`config.mk`:
```
export PLATFORM = sky130hd
export DESIGN_NAME = instr_decode
export DESIGN_NICKNAME = d
export VERILOG_FILES = /design/src/rtl/riscv_pkg.sv /design/src/rtl/imm_gen.sv /design/src/rtl/instr_decode.sv
export SDC_FILE = /design/constraint.sdc
export NUM_CORES = 1
export LEC_CHECK = 0
export ABC_AREA = 1
export BUFFER_PORTS_ARGS = -buffer_cell sky130_fd_sc_hd__buf_4
export CAP_MARGIN = 10
export CORE_AREA = 8 8 109 111
export CTS_BUF_LIST = sky130_fd_sc_hd__clkbuf_4
export DETAILED_ROUTE_END_ITERATION = 12
export DIE_AREA = 0 0 117 119
export PLACE_DENSITY = 0.91
export REMOVE_ABC_BUFFERS = 1
export SLEW_MARGIN = 20
export SYNTH_ARGS = -nofsm -noshare
export SYNTH_HDL_FRONTEND = slang
export SYNTH_SLANG_ARGS = --single-unit
```
`constraint.sdc`:
```
create_clock -name clk -period 3.4 [get_ports clk]
set_clock_uncertainty 0.1 [all_clocks]
set_input_delay 0.34 -clock clk [delete_from_list [all_inputs] [get_ports clk]]
set_output_delay 0.34 -clock clk [all_outputs]
set_load 0.05 [all_outputs]
```
`src/rtl/riscv_pkg.sv`:
```
// Shared RV32I decode definitions: opcode encodings, decode FSM states
// and immediate format selectors.
package riscv_pkg;

  localparam logic [6:0] OPC_LUI    = 7'b0110111;
  localparam logic [6:0] OPC_AUIPC  = 7'b0010111;
  localparam logic [6:0] OPC_JAL    = 7'b1101111;
  localparam logic [6:0] OPC_JALR   = 7'b1100111;
  localparam logic [6:0] OPC_BRANCH = 7'b1100011;
  localparam logic [6:0] OPC_LOAD   = 7'b0000011;
  localparam logic [6:0] OPC_STORE  = 7'b0100011;
  localparam logic [6:0] OPC_OP_IMM = 7'b0010011;
  localparam logic [6:0] OPC_OP     = 7'b0110011;

  typedef enum logic [1:0] {IDLE, RDREG, VALID} dec_state_t;

  typedef enum logic [2:0] {IMM_I, IMM_S, IMM_B, IMM_U, IMM_J, IMM_NONE} imm_type_t;

endpackage

```
`src/rtl/imm_gen.sv`:
```
// Combinational RV32I immediate extraction; the 32-bit result is
// sign-extended to D_WIDTH.
module imm_gen
  import riscv_pkg::*;
#(
  parameter int D_WIDTH = 32
) (
  input  logic [31:0]        instr,
  input  imm_type_t          imm_type,
  output logic [D_WIDTH-1:0] imm
);

  logic signed [31:0] imm32;
  logic               unused_opcode;

  // The opcode field never contributes to any immediate format.
  assign unused_opcode = ^instr[6:0];

  always_comb begin
    imm32 = '0;
    case (imm_type)
      IMM_I:   imm32 = {{20{instr[31]}}, instr[31:20]};
      IMM_S:   imm32 = {{20{instr[31]}}, instr[31:25], instr[11:7]};
      IMM_B:   imm32 = {{19{instr[31]}}, instr[31], instr[7], instr[30:25], instr[11:8], 1'b0};
      IMM_U:   imm32 = {instr[31:12], 12'b0};
      IMM_J:   imm32 = {{11{instr[31]}}, instr[31], instr[19:12], instr[20], instr[30:21], 1'b0};
      default: imm32 = '0;
    endcase
  end

  assign imm = D_WIDTH'(imm32);

endmodule

```
`src/rtl/instr_decode.sv`:
```
// RV32I decode stage: accepts an instruction, reads both operands from the
// register file, then presents the decoded bundle to execute.
module instr_decode
  import riscv_pkg::*;
#(
  parameter int D_WIDTH = 32
) (
  input  logic               clk,
  input  logic               rst,
  input  logic [31:0]        instrIn,
  input  logic [D_WIDTH-1:0] pcIn,
  input  logic               instrValid,
  output logic               instrReady,
  output logic [4:0]         rs1Addr,
  output logic [4:0]         rs2Addr,
  output logic               regLd,
  input  logic [D_WIDTH-1:0] rs1Dat,
  input  logic [D_WIDTH-1:0] rs2Dat,
  output logic               decValid,
  input  logic               decReady,
  output logic [6:0]         decOpcode,
  output logic [2:0]         decFunct3,
  output logic               decF7b5,
  output logic [4:0]         decRd,
  output logic [D_WIDTH-1:0] decImm,
  output logic [D_WIDTH-1:0] decRs1Val,
  output logic [D_WIDTH-1:0] decRs2Val,
  output logic [D_WIDTH-1:0] decPc,
  output logic               decRegWr,
  output logic               decMemRd,
  output logic               decMemWr,
  output logic               decBranch,
  output logic               decJump,
  output logic               decAluImm,
  output logic               decIllegal
);

  dec_state_t         state, state_nxt;
  logic [31:0]        instr_q;
  logic [D_WIDTH-1:0] pc_q;
  logic               load_instr, ready_c, reg_ld_c, dec_valid_c;

  logic [6:0]         opcode;
  logic               is_lui, is_auipc, is_jal, is_jalr, is_branch;
  logic               is_load, is_store, is_op_imm, is_op, is_legal;
  logic               uses_rs1, uses_rs2;
  imm_type_t          imm_type;
  logic [D_WIDTH-1:0] imm_raw;

  always_ff @(posedge clk or posedge rst) begin
    if (rst) state <= IDLE;
    else     state <= state_nxt;
  end

  always_ff @(posedge clk or posedge rst) begin
    if (rst) begin
      instr_q <= '0;
      pc_q    <= '0;
    end else if (load_instr) begin
      instr_q <= instrIn;
      pc_q    <= pcIn;
    end
  end

  always_comb begin
    state_nxt   = state;
    load_instr  = 1'b0;
    ready_c     = 1'b0;
    reg_ld_c    = 1'b0;
    dec_valid_c = 1'b0;
    case (state)
      IDLE: begin
        ready_c = 1'b1;
        if (instrValid) begin
          load_instr = 1'b1;
          state_nxt  = RDREG;
        end
      end
      RDREG: begin
        reg_ld_c  = 1'b1;
        state_nxt = VALID;
      end
      VALID: begin
        // Register file holds its outputs while regLd is low, so the operands stay stable.
        dec_valid_c = 1'b1;
        ready_c     = decReady;
        if (decReady) begin
          if (instrValid) begin
            load_instr = 1'b1;
            state_nxt  = RDREG;
          end else begin
            state_nxt = IDLE;
          end
        end
      end
      default: state_nxt = IDLE;
    endcase
  end

  always_comb begin
    opcode    = instr_q[6:0];
    is_lui    = (opcode == OPC_LUI);
    is_auipc  = (opcode == OPC_AUIPC);
    is_jal    = (opcode == OPC_JAL);
    is_jalr   = (opcode == OPC_JALR);
    is_branch = (opcode == OPC_BRANCH);
    is_load   = (opcode == OPC_LOAD);
    is_store  = (opcode == OPC_STORE);
    is_op_imm = (opcode == OPC_OP_IMM);
    is_op     = (opcode == OPC_OP);
    is_legal  = is_lui | is_auipc | is_jal | is_jalr | is_branch |
                is_load | is_store | is_op_imm | is_op;
    uses_rs1  = ~(is_lui | is_auipc | is_jal);
    uses_rs2  = is_branch | is_store | is_op;

    imm_type = IMM_NONE;
    if (is_lui | is_auipc)                 imm_type = IMM_U;
    else if (is_jal)                       imm_type = IMM_J;
    else if (is_jalr | is_load | is_op_imm) imm_type = IMM_I;
    else if (is_store)                     imm_type = IMM_S;
    else if (is_branch)                    imm_type = IMM_B;
  end

  imm_gen #(.D_WIDTH(D_WIDTH)) u_imm_gen (
    .instr    (instr_q),
    .imm_type (imm_type),
    .imm      (imm_raw)
  );

  // instrReady must read 0 while reset is held, even though the state already sits in IDLE.
  assign instrReady = ready_c & ~rst;
  assign regLd      = reg_ld_c;
  assign rs1Addr    = (reg_ld_c && uses_rs1) ? instr_q[19:15] : 5'd0;
  assign rs2Addr    = (reg_ld_c && uses_rs2) ? instr_q[24:20] : 5'd0;

  assign decValid   = dec_valid_c;
  assign decOpcode  = dec_valid_c ? opcode : 7'd0;
  assign decFunct3  = dec_valid_c ? instr_q[14:12] : 3'd0;
  assign decF7b5    = dec_valid_c & instr_q[30];
  assign decRd      = dec_valid_c ? instr_q[11:7] : 5'd0;
  assign decImm     = dec_valid_c ? imm_raw : '0;
  assign decRs1Val  = dec_valid_c ? rs1Dat : '0;
  assign decRs2Val  = dec_valid_c ? rs2Dat : '0;
  assign decPc      = dec_valid_c ? pc_q : '0;

  assign decRegWr   = dec_valid_c & (is_lui | is_auipc | is_jal | is_jalr | is_load |
                                     is_op_imm | is_op) & (instr_q[11:7] != 5'd0);
  assign decMemRd   = dec_valid_c & is_load;
  assign decMemWr   = dec_valid_c & is_store;
  assign decBranch  = dec_valid_c & is_branch;
  assign decJump    = dec_valid_c & (is_jal | is_jalr);
  assign decAluImm  = dec_valid_c & (is_op_imm | is_load | is_store | is_jalr | is_lui | is_auipc);
  assign decIllegal = dec_valid_c & ~is_legal;

endmodule

```
==> impl_metrics.json <==
{
  "grt_max_degree": 86,
  "dieWidth_um": 117,
  "row_count": 37,
  "drive_gt1_frac": 0.344,
  "grt_pass1_vias": 5231,
  "h-tree-depth": 3,
  "power_leakage_nw": 3.93,
  "areaGrowthSynthToFinish_pct": 61.6,
  "grt_usage": 0.251,
  "ios": 296,
  "io_buffer_count": 295,
  "maxSlewViolCount": 0,
  "synth_largest_area_cell": "dfrtp_1",
  "yosysMostFrequentCell": "nor2_1",
  "dr.pass1.iters": 5,
  "synth_top_area_frac": 0.388,
  "power_mw": 3.31,
  "hold_viol_final": 0,
  "drt_iter0_drc": 379,
  "insertion_delay_ns": 0.42,
  "antenna_found_initial": 0,
  "cts_buffer_depth": 2,
  "fmax_mhz": 329,
  "post-cts-setup-buffers": 0,
  "ys_seq_area_frac": 0.388,
  "clockRootBuffer": "clkbuf_4",
  "core-area_mm2": 0.0101,
  "numCtsBuffers": 9,
  "synth-seq-cells": 66,
  "layoutNonFillerInstCount": 1117,
  "yosys-top-cells-count": "nor2_1 (178), inv_1 (128), nand2_1 (102)",
  "r2r_cells": 7,
  "synthTopCellsByArea": "dfrtp_1 (39%), nor2_1 (16%), inv_1 (11%)",
  "path_clk_slew_ns": 0.13,
  "clockPowerShare": 0.142,
  "die_area_mm2": 0.0139,
  "wl_per_cell_um": 16.3,
  "fin_crit_sh": 0.894,
  "switchingPower_mw": 1.67,
  "placed_cell_area_mm2": 0.00653,
  "synthArstFlopShare": 1.00,
  "cpMaxStageDelayCell": "a21oi_2",
  "power.internal_mw": 1.63,
  "post_cts_resized": 0,
  "synth_top_flop_cell": "dfrtp_1",
  "place_congestion": 0.923,
  "worstHoldPathType": "in -> async",
  "hold_ws_ns": 0.00286,
  "drc": 0,
  "grt_pass1_wl_mm": 27.3,
  "pwr-share-seq": 0.328,
  "vias": 5411,
  "ys_warn_count": 0,
  "final_antenna_net_count": 0,
  "vias_per_cell": 4.84,
  "postCtsHoldBufs": 22,
  "status": "finished, final reports clean",
  "insertedDiodeCount": 0,
  "dpl.hpwl_mm": 14.0,
  "fin_nets": 1108,
  "rsz0062_at_grt": "false",
  "fp.dieH_um": 119,
  "yosysUniqueCellTypes": 24,
  "tritoncts": "done",
  "slowest_delay_ns": 0.49,
  "ir_drop_mv": 0.346,
  "overflow": 0,
  "synth-edff-count": 0,
  "setup_tns_ns": 0,
  "final_util": 0.681,
  "final_area_mm2": 0.00688,
  "preCtsSetupSlack_ns": 0.855,
  "syn_area_mm2": 0.00426,
  "timing.slew.headroom": 0.400,
  "cp-start-kind": "register",
  "crit_required_ns": 2.96,
  "fin_crit_ns": 3.04,
  "cp_max_fo": 13,
  "pwr-share-comb": 0.530,
  "placedCellCount": 1078,
  "start_util": 0.422,
  "worstSetupEndpointType": "output port",
  "syn_avg_cell_area_um2": 6.29,
  "p_sw_frac": 0.506,
  "p_per_area_mw_per_mm2": 481,
  "setup_viol": 0,
  "critPathKind": "reg -> out",
  "worstMarginPinSlew_ns": 0.899,
  "synth_cells": 677,
  "clkSinkCount": 66,
  "drt_wl_total_mm": 18.2,
  "setup_slack_ns": 0.361,
  "cp.arrival_ns": 2.60,
  "max-cap-violations": 0,
  "crit_path_cell_trace": "inv_1 -> nand2_1 -> nor2_2 -> nand2_1 -> a21oi_2 -> nor2_1 -> nor2_1 -> buf_4"
}
-- worst paths after layout --
| path | startpoint | to | slack, ns |
|---|---|---|---|
| worst max-delay path | instr_q[3]$_DFFE_PP0P_ | decImm[28] | 0.36 |
| worst min-delay path | rst | instr_q[30]$_DFFE_PP0P_ | 0.003 |
| worst max register to register | state[1]$_DFFE_PP0P_ | pc_q[14]$_DFFE_PP0P_ | 1.23 |
| worst min register to register | pc_q[20]$_DFFE_PP0P_ | pc_q[20]$_DFFE_PP0P_ | 0.45 |
| max in group asynchronous | rst | pc_q[5]$_DFFE_PP0P_ | 2.46 |
| min in group clk | instrIn[8] | instr_q[8]$_DFFE_PP0P_ | 0.02 |
-- critical path: cells and delay by family, from the launching register on --
kind / cells / cell delay (ns)
and+or+nand+nor: 5 / 0.93
AOI/OAI and AO/OA: 1 / 0.49
DFF: 1 / 0.42
buffers and inverters: 2 / 0.33
-- power by group through the flow --
| stage | sequential [mW] | combinational (mW) | clock [mW] |
|---|---|---|---|
| floorplan | 1.06 | 1.13 | 0 |
| global placement | 1.09 | 1.70 | 0 |
| detailed placement | 1.10 | 1.72 | 0 |
| CTS | 1.08 | 1.75 | 0.479 |
| global route | 1.11 | 1.88 | 0.513 |
| finish | 1.08 | 1.75 | 0.469 |
-- routing by layer --
metal / up-vias / routed length [µm] / global-route usage
li1: 2622 / - / -
met1: 2443 / 6180 / 0.261
met2: 301 / 9100 / 0.443
met3: 45 / 2230 / 0.0915
met4: 0 / 655 / 0.102
met5: - / 0 / 0
-- cells by family (layout without fill, tap and decap cells) --
| kind of cell | after synthesis | count (layout) | synth area share |
|---|---|---|---|
| DFF | 66 | 66 | 0.388 |
| AOI/OAI and AO/OA | 87 | 87 | 0.108 |
| and+or+nand+nor | 352 | 352 | 0.337 |
| buffers and inverters | 172 | 476 | 0.167 |
-- registers in the layout, summed over array words and instances, names as in the netlist --
| name | flops |
|---|---|
| pc_q | 32 |
| state | 2 |
| instr_q | 32 |
-- layout make-up --
| cell class | instances | area, µm² |
|---|---|---|
| flip-flops and latches | 66 | 1650 |
| clock buffers | 9 | 67.6 |
| repair buffers | 328 | 2540 |
| inverters | 132 | 498 |
| clock inverters | 7 | 51.3 |
| fillers | 867 | 3220 |
| multi-input cells | 439 | 1890 |
| well taps | 136 | 170 |
-- cells in the final DEF (no fill, tap or decap), types with 2 or more instances in the layout --
cell           instances
a21boi_0               2
buf_4                303
dlygate4sd3_1         23
nand2_1              102
inv_6                  2
nor2_1               178
inv_1                127
nand2_2                4
nor2_2                 3
inv_2                  4
clkinvlp_4             2
clkinv_2               2
nor3_1                 3
o21ai_0               63
a21oi_1               15
buf_12                 2
nand3_1               58
dfrtp_1               66
a21boi_1               3
clkbuf_4               9
nand3_2                2
Power figures use the tool's default switching activity.
